===== config.mk =====
export PLATFORM = sky130hd
export DESIGN_NAME = doa_peak_search
export DESIGN_NICKNAME = d
export VERILOG_FILES = /design/src/rtl/doa_peak_search.sv
export SDC_FILE = /design/constraint.sdc
export NUM_CORES = 1
export LEC_CHECK = 0
export ABC_AREA = 1
export ABC_CLOCK_PERIOD_IN_PS = 5400
export CAP_MARGIN = 10
export CORE_MARGIN = 5
export CORE_UTILIZATION = 58
export CTS_CLUSTER_SIZE = 24
export DETAILED_ROUTE_END_ITERATION = 16
export PLACE_DENSITY = 0.95
export SLEW_MARGIN = 5
export SYNTH_ARGS = -nofsm -noshare
export SYNTH_HDL_FRONTEND = slang
export SYNTH_SLANG_ARGS = --single-unit

===== constraint.sdc =====
create_clock -name clk -period 5.4 [get_ports clk]
set_input_delay 1.08 -clock clk [delete_from_list [all_inputs] [get_ports clk]]
set_output_delay 1.08 -clock clk [all_outputs]
set_load 0.02 [all_outputs]

===== src/rtl/doa_peak_search.sv =====
// -----------------------------------------------------------------------------
// doa_peak_search
// Scans one beam-power sample per steering angle and reports the angle index
// and value of the maximum power once a full scan of NUM_ANGLES samples has
// been accepted. Ties keep the lowest angle index. An in_sof arriving before
// the scan completes aborts it, pulses err_resync and restarts from angle 0.
//
// Optional feature (macro DOA_PEAK_THRESH_EN): adds a threshold input and a
// detect flag registered together with the result.
//
// Ports
//   clk, rst             : clock, synchronous active-high reset
//   in_valid/in_ready    : input handshake (in_ready low while a result waits)
//   in_sof               : sample is angle index 0 of a scan
//   in_power             : unsigned beam power
//   out_valid/out_ready  : result handshake
//   out_angle, out_peak  : index and value of the scan maximum
//   err_resync           : one-cycle pulse when a scan is aborted by in_sof
//   thresh, out_detect   : (DOA_PEAK_THRESH_EN only) out_peak >= thresh
// -----------------------------------------------------------------------------
module doa_peak_search #(
    parameter int unsigned WORD_LENGTH_IN = 80,
    parameter int unsigned NUM_ANGLES     = 181,
    parameter int unsigned ANGLE_WIDTH    = 8
) (
    input  logic                      clk,
    input  logic                      rst,
    input  logic                      in_valid,
    output logic                      in_ready,
    input  logic                      in_sof,
    input  logic [WORD_LENGTH_IN-1:0] in_power,
    output logic                      out_valid,
    input  logic                      out_ready,
    output logic [ANGLE_WIDTH-1:0]    out_angle,
    output logic [WORD_LENGTH_IN-1:0] out_peak,
    output logic                      err_resync
`ifdef DOA_PEAK_THRESH_EN
    ,
    input  logic [WORD_LENGTH_IN-1:0] thresh,
    output logic                      out_detect
`endif
);

    localparam int unsigned LAST_IDX = NUM_ANGLES - 1;

    typedef enum logic [1:0] {
        IDLE = 2'd0,
        SCAN = 2'd1,
        DONE = 2'd2
    } state_t;

    state_t                    state_q, state_d;
    logic [ANGLE_WIDTH-1:0]    cnt_q, cnt_d;
    logic [WORD_LENGTH_IN-1:0] peak_q, peak_d;
    logic [ANGLE_WIDTH-1:0]    angle_q, angle_d;
    logic                      out_valid_q, out_valid_d;
    logic [ANGLE_WIDTH-1:0]    out_angle_q, out_angle_d;
    logic [WORD_LENGTH_IN-1:0] out_peak_q, out_peak_d;
    logic                      err_q, err_d;
    logic                      in_ready_q, in_ready_d;
    logic                      accept;
    logic                      load_out;
`ifdef DOA_PEAK_THRESH_EN
    logic                      detect_q, detect_d;
`endif

    assign accept = in_valid && in_ready_q;

    // Next-state, running peak and result capture
    always_comb begin
        state_d     = state_q;
        cnt_d       = cnt_q;
        peak_d      = peak_q;
        angle_d     = angle_q;
        out_angle_d = out_angle_q;
        out_peak_d  = out_peak_q;
        err_d       = 1'b0;
        load_out    = 1'b0;

        case (state_q)
            IDLE, SCAN: begin
                if (accept && in_sof) begin
                    // Start (or restart) a scan with this sample as angle 0
                    peak_d  = in_power;
                    angle_d = '0;
                    err_d   = (state_q == SCAN);
                    if (NUM_ANGLES == 1) begin
                        state_d  = DONE;
                        cnt_d    = '0;
                        load_out = 1'b1;
                    end else begin
                        state_d = SCAN;
                        cnt_d   = ANGLE_WIDTH'(1);
                    end
                end else if (accept && (state_q == SCAN)) begin
                    // Strictly greater keeps the lowest index on ties
                    if (in_power > peak_q) begin
                        peak_d  = in_power;
                        angle_d = cnt_q;
                    end
                    if (cnt_q == ANGLE_WIDTH'(LAST_IDX)) begin
                        state_d  = DONE;
                        cnt_d    = '0;
                        load_out = 1'b1;
                    end else begin
                        cnt_d = cnt_q + ANGLE_WIDTH'(1);
                    end
                end
            end
            DONE: begin
                if (out_ready) begin
                    state_d = IDLE;
                end
            end
            default: begin
                state_d = IDLE;
            end
        endcase

        if (load_out) begin
            out_peak_d  = peak_d;
            out_angle_d = angle_d;
        end

        out_valid_d = (state_d == DONE);
        in_ready_d  = (state_d != DONE);
    end

`ifdef DOA_PEAK_THRESH_EN
    // Detect flag captured with the result and held alongside it
    always_comb begin
        detect_d = detect_q;
        if (load_out) begin
            detect_d = (peak_d >= thresh);
        end
    end
`endif

    // State and output registers
    always_ff @(posedge clk) begin
        if (rst) begin
            state_q     <= IDLE;
            cnt_q       <= '0;
            peak_q      <= '0;
            angle_q     <= '0;
            out_valid_q <= 1'b0;
            out_angle_q <= '0;
            out_peak_q  <= '0;
            err_q       <= 1'b0;
            in_ready_q  <= 1'b1;
        end else begin
            state_q     <= state_d;
            cnt_q       <= cnt_d;
            peak_q      <= peak_d;
            angle_q     <= angle_d;
            out_valid_q <= out_valid_d;
            out_angle_q <= out_angle_d;
            out_peak_q  <= out_peak_d;
            err_q       <= err_d;
            in_ready_q  <= in_ready_d;
        end
    end

`ifdef DOA_PEAK_THRESH_EN
    always_ff @(posedge clk) begin
        if (rst) begin
            detect_q <= 1'b0;
        end else begin
            detect_q <= detect_d;
        end
    end

    assign out_detect = detect_q;
`endif

    assign in_ready   = in_ready_q;
    assign out_valid  = out_valid_q;
    assign out_angle  = out_angle_q;
    assign out_peak   = out_peak_q;
    assign err_resync = err_q;

endmodule


==> qor.txt, run 1 <==
Run status - complete, no violations
Share of layout cells above drive strength 1 - 9.97%
Pin count of the biggest net entering global routing - 137
Post-Synth XOR/XNOR Area - 0.0831%
CP endpoint kind - register
Post-cts resize count - 0
Clk sinks - 189
Hold_buf cts - 0
Initial Util - 58.9%
Worst EP required - 5.77 ns
Fin area - 12900 um^2
Netlist cell types - 30
Reg power frac - 46.2%
Mean post-synth cell area - 7.45 um^2
M1 wire length - 10500 um
Area Overhead vs Synth - 22.0%
Wire length on met3 - 1480 um
Worst Setup Slack post-DPL - 1.19 ns
Final #Nets - 1720
Drt total wl - 25100 um
Synthesized net count - 1581
Synth top cells by count - inv_1, nor2_1, nand2_1
Max_cap viols - 0
Synthesis Warnings - 0
Dpl hpwl - 17700 um
Clock Tree Buf Depth - 2
Post-synthesis sequential area ratio - 35.9%
TritonCTS Buffers - 17
Clock Skew - 0.0105 ns
Simple-gate share of the synthesized area - 34.9%
Largest family of logic cells by synthesized area - simple AND/OR/NAND/NOR gates
DRC errors left - 0
Clock H-tree levels - 4
Leak - 5.93 nW
Wire per inst - 14.0 um
Top Metal Used - met4
Worst Slack Setup Final - 1.58 ns
Detailed Routing Iterations Pass 1 - 5
Mux contribution to synthesized area - 0%
FFs w/ async S/R, synth - 0%
Internal Power - 2.32 mW
Yosys top cell by area - dfxtp_1
Max frequency - 262 MHz
DP Area - 12300 um^2
Core area - 17900 um^2
Final global-route overflow total - 0
Core Util, Final - 71.9%
Syn Inst Count - 1414
Setup violators final - 0
Worst hold-check path type - register to register
Post-route ant nets - 0
Slew margin rel. - 27.9%
CP Cell Sequence - clkdlybuf4s50_1 -> ha_1 -> nand2_1 -> nor2_2 -> nand3_2 -> nor3_2 -> nand3_1 -> nor2_2 -> nand2_2 -> nand3_4 -> nand2_4 -> nand2_8 -> buf_4 -> nand2_4 -> nand3_1 -> nand2_1 -> inv_1
Startpoint types - primary input
Max FO, Critical Path - 23
Post-CTS setup buffers - 0
Pins Over Slew Limit - 0
First-pass GRT wire length - 41100 um
P per Cell Area - 245 nW/um^2
Port bufs - 175
Compound-Gate Fraction of Synth Area - 7.44%
CP arrival - 4.19 ns
Clk pwr share - 39.3%
Final Hold Fails - 0
NetSw - 0.831 mW
Net Sw Frac - 26.4%
RSZ-0062 raised after global routing - false
Post-Route Setup TNS - 0 ns
Placed instance count - 1763
Routability cong. - 0.841
Die ar. - 21000 um^2
Hold_ws - 0.489 ns
Post-synth EDFFs - 0
CTS tree - done
N_diodes - 0
Worst-skew pair later-pin latency - 0.43 ns
Synth area leaders - dfxtp_1, ha_1, nand2_4
CP Class - primary input to register
VDD IR-drop max - 0.000209 V
Vias per Instance - 5.23
Tmin final - 3.82 ns
Clock slew at reported path FFs - 0.07 ns
R2R setup slack - 2.38 ns
Die Width - 145 um
Adder-Cell Fraction of Synth Area - 9.73%
Power Total - 3.15 mW
Vias in the first global route - 9051
Clock root buffer - clkbuf_16
Max stage delay on crit path - 0.49 ns
Initial antenna violation count - 0
Placement Rows - 49
Met2 routed WL - 12500 um
Worst-Margin Slew - 1.08 ns
IO Count - 176
Slowest cell on crit path - clkdlybuf4s50_1
Dominant synthesized flop cell - dfxtp_1
DR iter-0 viols - 457
Flop and latch count out of synthesis - 189
Area share of the largest cell type after synthesis - 35.9%
Most numerous cell in the Yosys netlist - inv_1
Finished Layout Cells - 1794
Comb power frac - 14.5%
Die Span Y - 145 um
Post-route clock period utilization - 70.7%
Mapped Area - 10500 um^2
Gr usage total - 23.7%
Routed vias - 9387
## flip-flops by register name, summed over array words and instances (netlist names)
name	cells
angle_q	8
peak_q	80
out_peak	80
err_resync	1
cnt_q	8
out_valid	1
state_q	2
out_angle	8
in_ready	1
## critical path: cells and delay by family
| kind | cells | cell delay [ns] |
|---|---|---|
| adders and majority gates | 1 | 0.35 |
| and+or+nand+nor | 13 | 1.77 |
| buffers and inverters | 3 | 0.97 |
## kinds of logic after synthesis
kind of cell | after synthesis
AO/OA/AOI/OAI | 153
XOR/XNOR | 1
adder cells (fa/ha/maj) | 82
buffers and inverters | 288
flip-flops | 189
AND/OR/NAND/NOR | 701
## layer usage
| metal | vias to the layer above | track usage, % |
|---|---|---|
| met5 | - | 0 |
| met4 | 0 | 8.39 |
| met3 | 44 | 4.93 |
| met2 | 237 | 41.3 |
| met1 | 4367 | 29.0 |
| li1 | 4739 | - |
## final cells by class
type	count	area, um^2
Clock buffer	20	457
Clock inverter	11	118
Fill cell	1305	5040
Inverter	223	838
Multi-Input combinational cell	937	5500
Sequential cell	189	3780
Tap cell	229	287
Timing Repair Buffer	185	1880
## power by group through the flow
stage          logic (mW)  registers [mW]  clock network, mW
2_1_floorplan       0.309            1.48                  0
3_3_place_gp        0.434            1.48                  0
3_5_place_dp        0.452            1.48                  0
4_1_cts             0.458            1.45               1.26
5_1_grt             0.507            1.46               1.32
6_report            0.458            1.45               1.24
## final timing paths
kind,start,end,depth (start not counted)
max,in_power[47],out_peak[54],17
min,peak_q[42],peak_q[42],2
max reg2reg,peak_q[47],out_peak[54],17
min reg2reg,peak_q[42],peak_q[42],2
## placed cells by master (no fill, tap or decap), drive strengths merged
cell / instances
a211oi: 2
a21o: 3
a21oi: 136
buf: 11
bufinv: 2
clkbuf: 20
clkdlybuf4s50: 174
clkinv: 7
clkinvlp: 2
dfxtp: 189
ha: 82
inv: 223
nand2: 277
nand3: 194
nand3b: 1
nand4: 6
nor2: 209
nor3: 12
nor4: 2
o21a: 1
o21ai: 11
xor2: 1
No activity file was read; power rests on OpenSTA's default activity.
==> run 2: changes to the inputs <==
--- a/config.mk
+++ b/config.mk
@@ -6,13 +6,13 @@
 export NUM_CORES = 1
 export LEC_CHECK = 0
 export ABC_AREA = 1
-export ABC_CLOCK_PERIOD_IN_PS = 5400
+export ABC_CLOCK_PERIOD_IN_PS = 3670
 export CAP_MARGIN = 10
 export CORE_MARGIN = 5
-export CORE_UTILIZATION = 58
+export CORE_UTILIZATION = 54
 export CTS_CLUSTER_SIZE = 24
 export DETAILED_ROUTE_END_ITERATION = 16
-export PLACE_DENSITY = 0.95
+export PLACE_DENSITY = 0.93
 export SLEW_MARGIN = 5
 export SYNTH_ARGS = -nofsm -noshare
 export SYNTH_HDL_FRONTEND = slang
==> constraint.sdc (replaced) <==
create_clock -name clk -period 3.67 [get_ports clk]
set_input_delay 0.734 -clock clk [delete_from_list [all_inputs] [get_ports clk]]
set_output_delay 0.734 -clock clk [all_outputs]
set_load 0.02 [all_outputs]
==> run 2 against run 1 <==
Net effect:
- global-route usage decreased by 0.88 points
- cell area is 1.6% higher
- register-to-register slack got worse by 1.7 ns
- core utilization down 4.2 points
- hold slack improved by 0.0035 ns
- critical path depth is 3 lower
- via count increased by 0.62%
- largest power group unchanged
- sequential share of layout area is 0.47 points lower
==> qor.txt, run 2 (synthesis results as in run 1) <==
Slew margin rel. - 43.4%
Tmin final - 3.43 ns
Post-cts resize count - 0
Final Hold Fails - 0
Leak - 6.00 nW
Vias per Instance - 5.13
R2r endpoint - out_peak[59]
Startpoint types - primary input
Initial antenna violation count - 0
Routed vias - 9445
Worst reg-to-reg path cell count - 14
Clock Tree Buf Depth - 2
DP Area - 12500 um^2
Die Width - 150 um
Detailed Routing Iterations Pass 1 - 5
Post-CTS setup buffers - 0
Hold wc startpoint - peak_q[43]
Final global-route overflow total - 0
Drt total wl - 25700 um
IO Count - 176
Setup violators final - 0
Clk pwr share - 38.9%
First-pass GRT wire length - 42100 um
Share of layout cells above drive strength 1 - 10.6%
Comb power frac - 14.9%
Internal Power - 3.36 mW
Hold_buf cts - 0
Max_cap viols - 0
Reg2reg start - peak_q[77]
Vias in the first global route - 9210
Worst Setup Slack post-DPL - -0.0220 ns
RSZ-0062 raised after global routing - false
Max frequency - 292 MHz
Gr usage total - 22.8%
Clock Skew - 0.0134 ns
CP arrival - 3.81 ns
Post-route clock period utilization - 93.4%
Die Span Y - 150 um
TritonCTS Buffers - 17
Routability cong. - 0.831
Hold path endpoint - peak_q[43]
Area Overhead vs Synth - 24.0%
Most frequent cells in the layout - inv_1, nor2_1, nand2_1
Clk sinks - 189
Run status - complete, no violations
Wire per inst - 14.0 um
Worst EP required - 4.05 ns
R2R setup slack - 0.72 ns
Port bufs - 175
Clock root buffer - clkbuf_16
CP endpoint kind - register
Final #Nets - 1729
Clock slew at reported path FFs - 0.07 ns
Initial Util - 54.5%
Net Sw Frac - 27.5%
Placement Rows - 51
P per Cell Area - 355 nW/um^2
Core area - 19300 um^2
Post-route ant nets - 0
DR iter-0 viols - 502
CP Class - primary input to register
Most common cell after layout, fill and taps aside - inv_1
Worst hold-check path type - register to register
Pin count of the biggest net entering global routing - 95
Hold_ws - 0.492 ns
CTS tree - done
N_diodes - 0
DRC errors left - 0
Worst-Margin Slew - 0.849 ns
Hold path cells - 2
Dpl hpwl - 18400 um
Worst-skew pair later-pin latency - 0.43 ns
Clock H-tree levels - 4
Max FO, Critical Path - 33
Fin area - 13100 um^2
Die ar. - 22400 um^2
Power Total - 4.64 mW
VDD IR-drop max - 0.000267 V
NetSw - 1.28 mW
Reg power frac - 46.1%
Worst Slack Setup Final - 0.243 ns
Pins Over Slew Limit - 0
Fillers - 1501
==> run 2: critical path: stages <==
cell             delay (ns)
clkdlybuf4s50_1        0.49
ha_1                   0.35
a21oi_1                0.19
o21ai_0                0.13
a21oi_1                0.24
nand2_1                0.13
a21oi_1                0.30
nand3_4                0.18
nand2_4                0.14
buf_4                  0.42
nand3_1                0.22
nand3_1                0.14
nand2_1                0.07
inv_1                  0.05
==> run 2: per-stage QoR <==
stage	util (%)	setup TNS, ns	std cells
after floorplan	-	0	1414
after global placement	64.7	0	1808
after CTS	67.6	0	1840
after detailed placement	64.7	-0.0220	1808
final	67.6	0	1840
after global routing	67.6	0	1840
==> run 2: cell type report <==
cell class,instances,area (um^2),area share (%)
Inverter,223,838,6.41
Multi-Input combinational cell,937,5500,42.1
Sequential cell,189,3780,28.9
Clock buffer,18,439,3.36
Timing Repair Buffer,194,2050,15.6
Tap cell,265,332,2.54
Clock inverter,14,133,1.01
==> run 2: layer usage <==
layer	vias up	GRT usage (%)	routed length, um
li1	4771	-	-
met1	4367	27.5	10700
met2	265	40.5	13100
met3	42	4.82	1460
met4	0	7.69	532
met5	-	0	0
==> run 2: power by group through the flow <==
stage          clock, mW  combinational [mW]  sequential [mW]
5_1_grt             1.95               0.768             2.14
4_1_cts             1.84               0.692             2.14
3_5_place_dp           0               0.682             2.18
6_report            1.80               0.693             2.14
3_3_place_gp           0               0.656             2.18
2_1_floorplan          0               0.455             2.18
==> run 2: worst max-delay path by stage <==
stage | endpoint | start | cells after the start | slack (ns)
global route | out_angle[0] | in_power[77] | 15 | 0.14
CTS | out_peak[59] | in_power[77] | 14 | 0.34
global placement | out_angle[0] | in_power[75] | 15 | 0.09
detailed placement | out_peak[59] | in_power[70] | 15 | -0.02
floorplan | out_peak[50] | in_power[47] | 16 | 1.10
finish | out_peak[59] | in_power[77] | 14 | 0.24
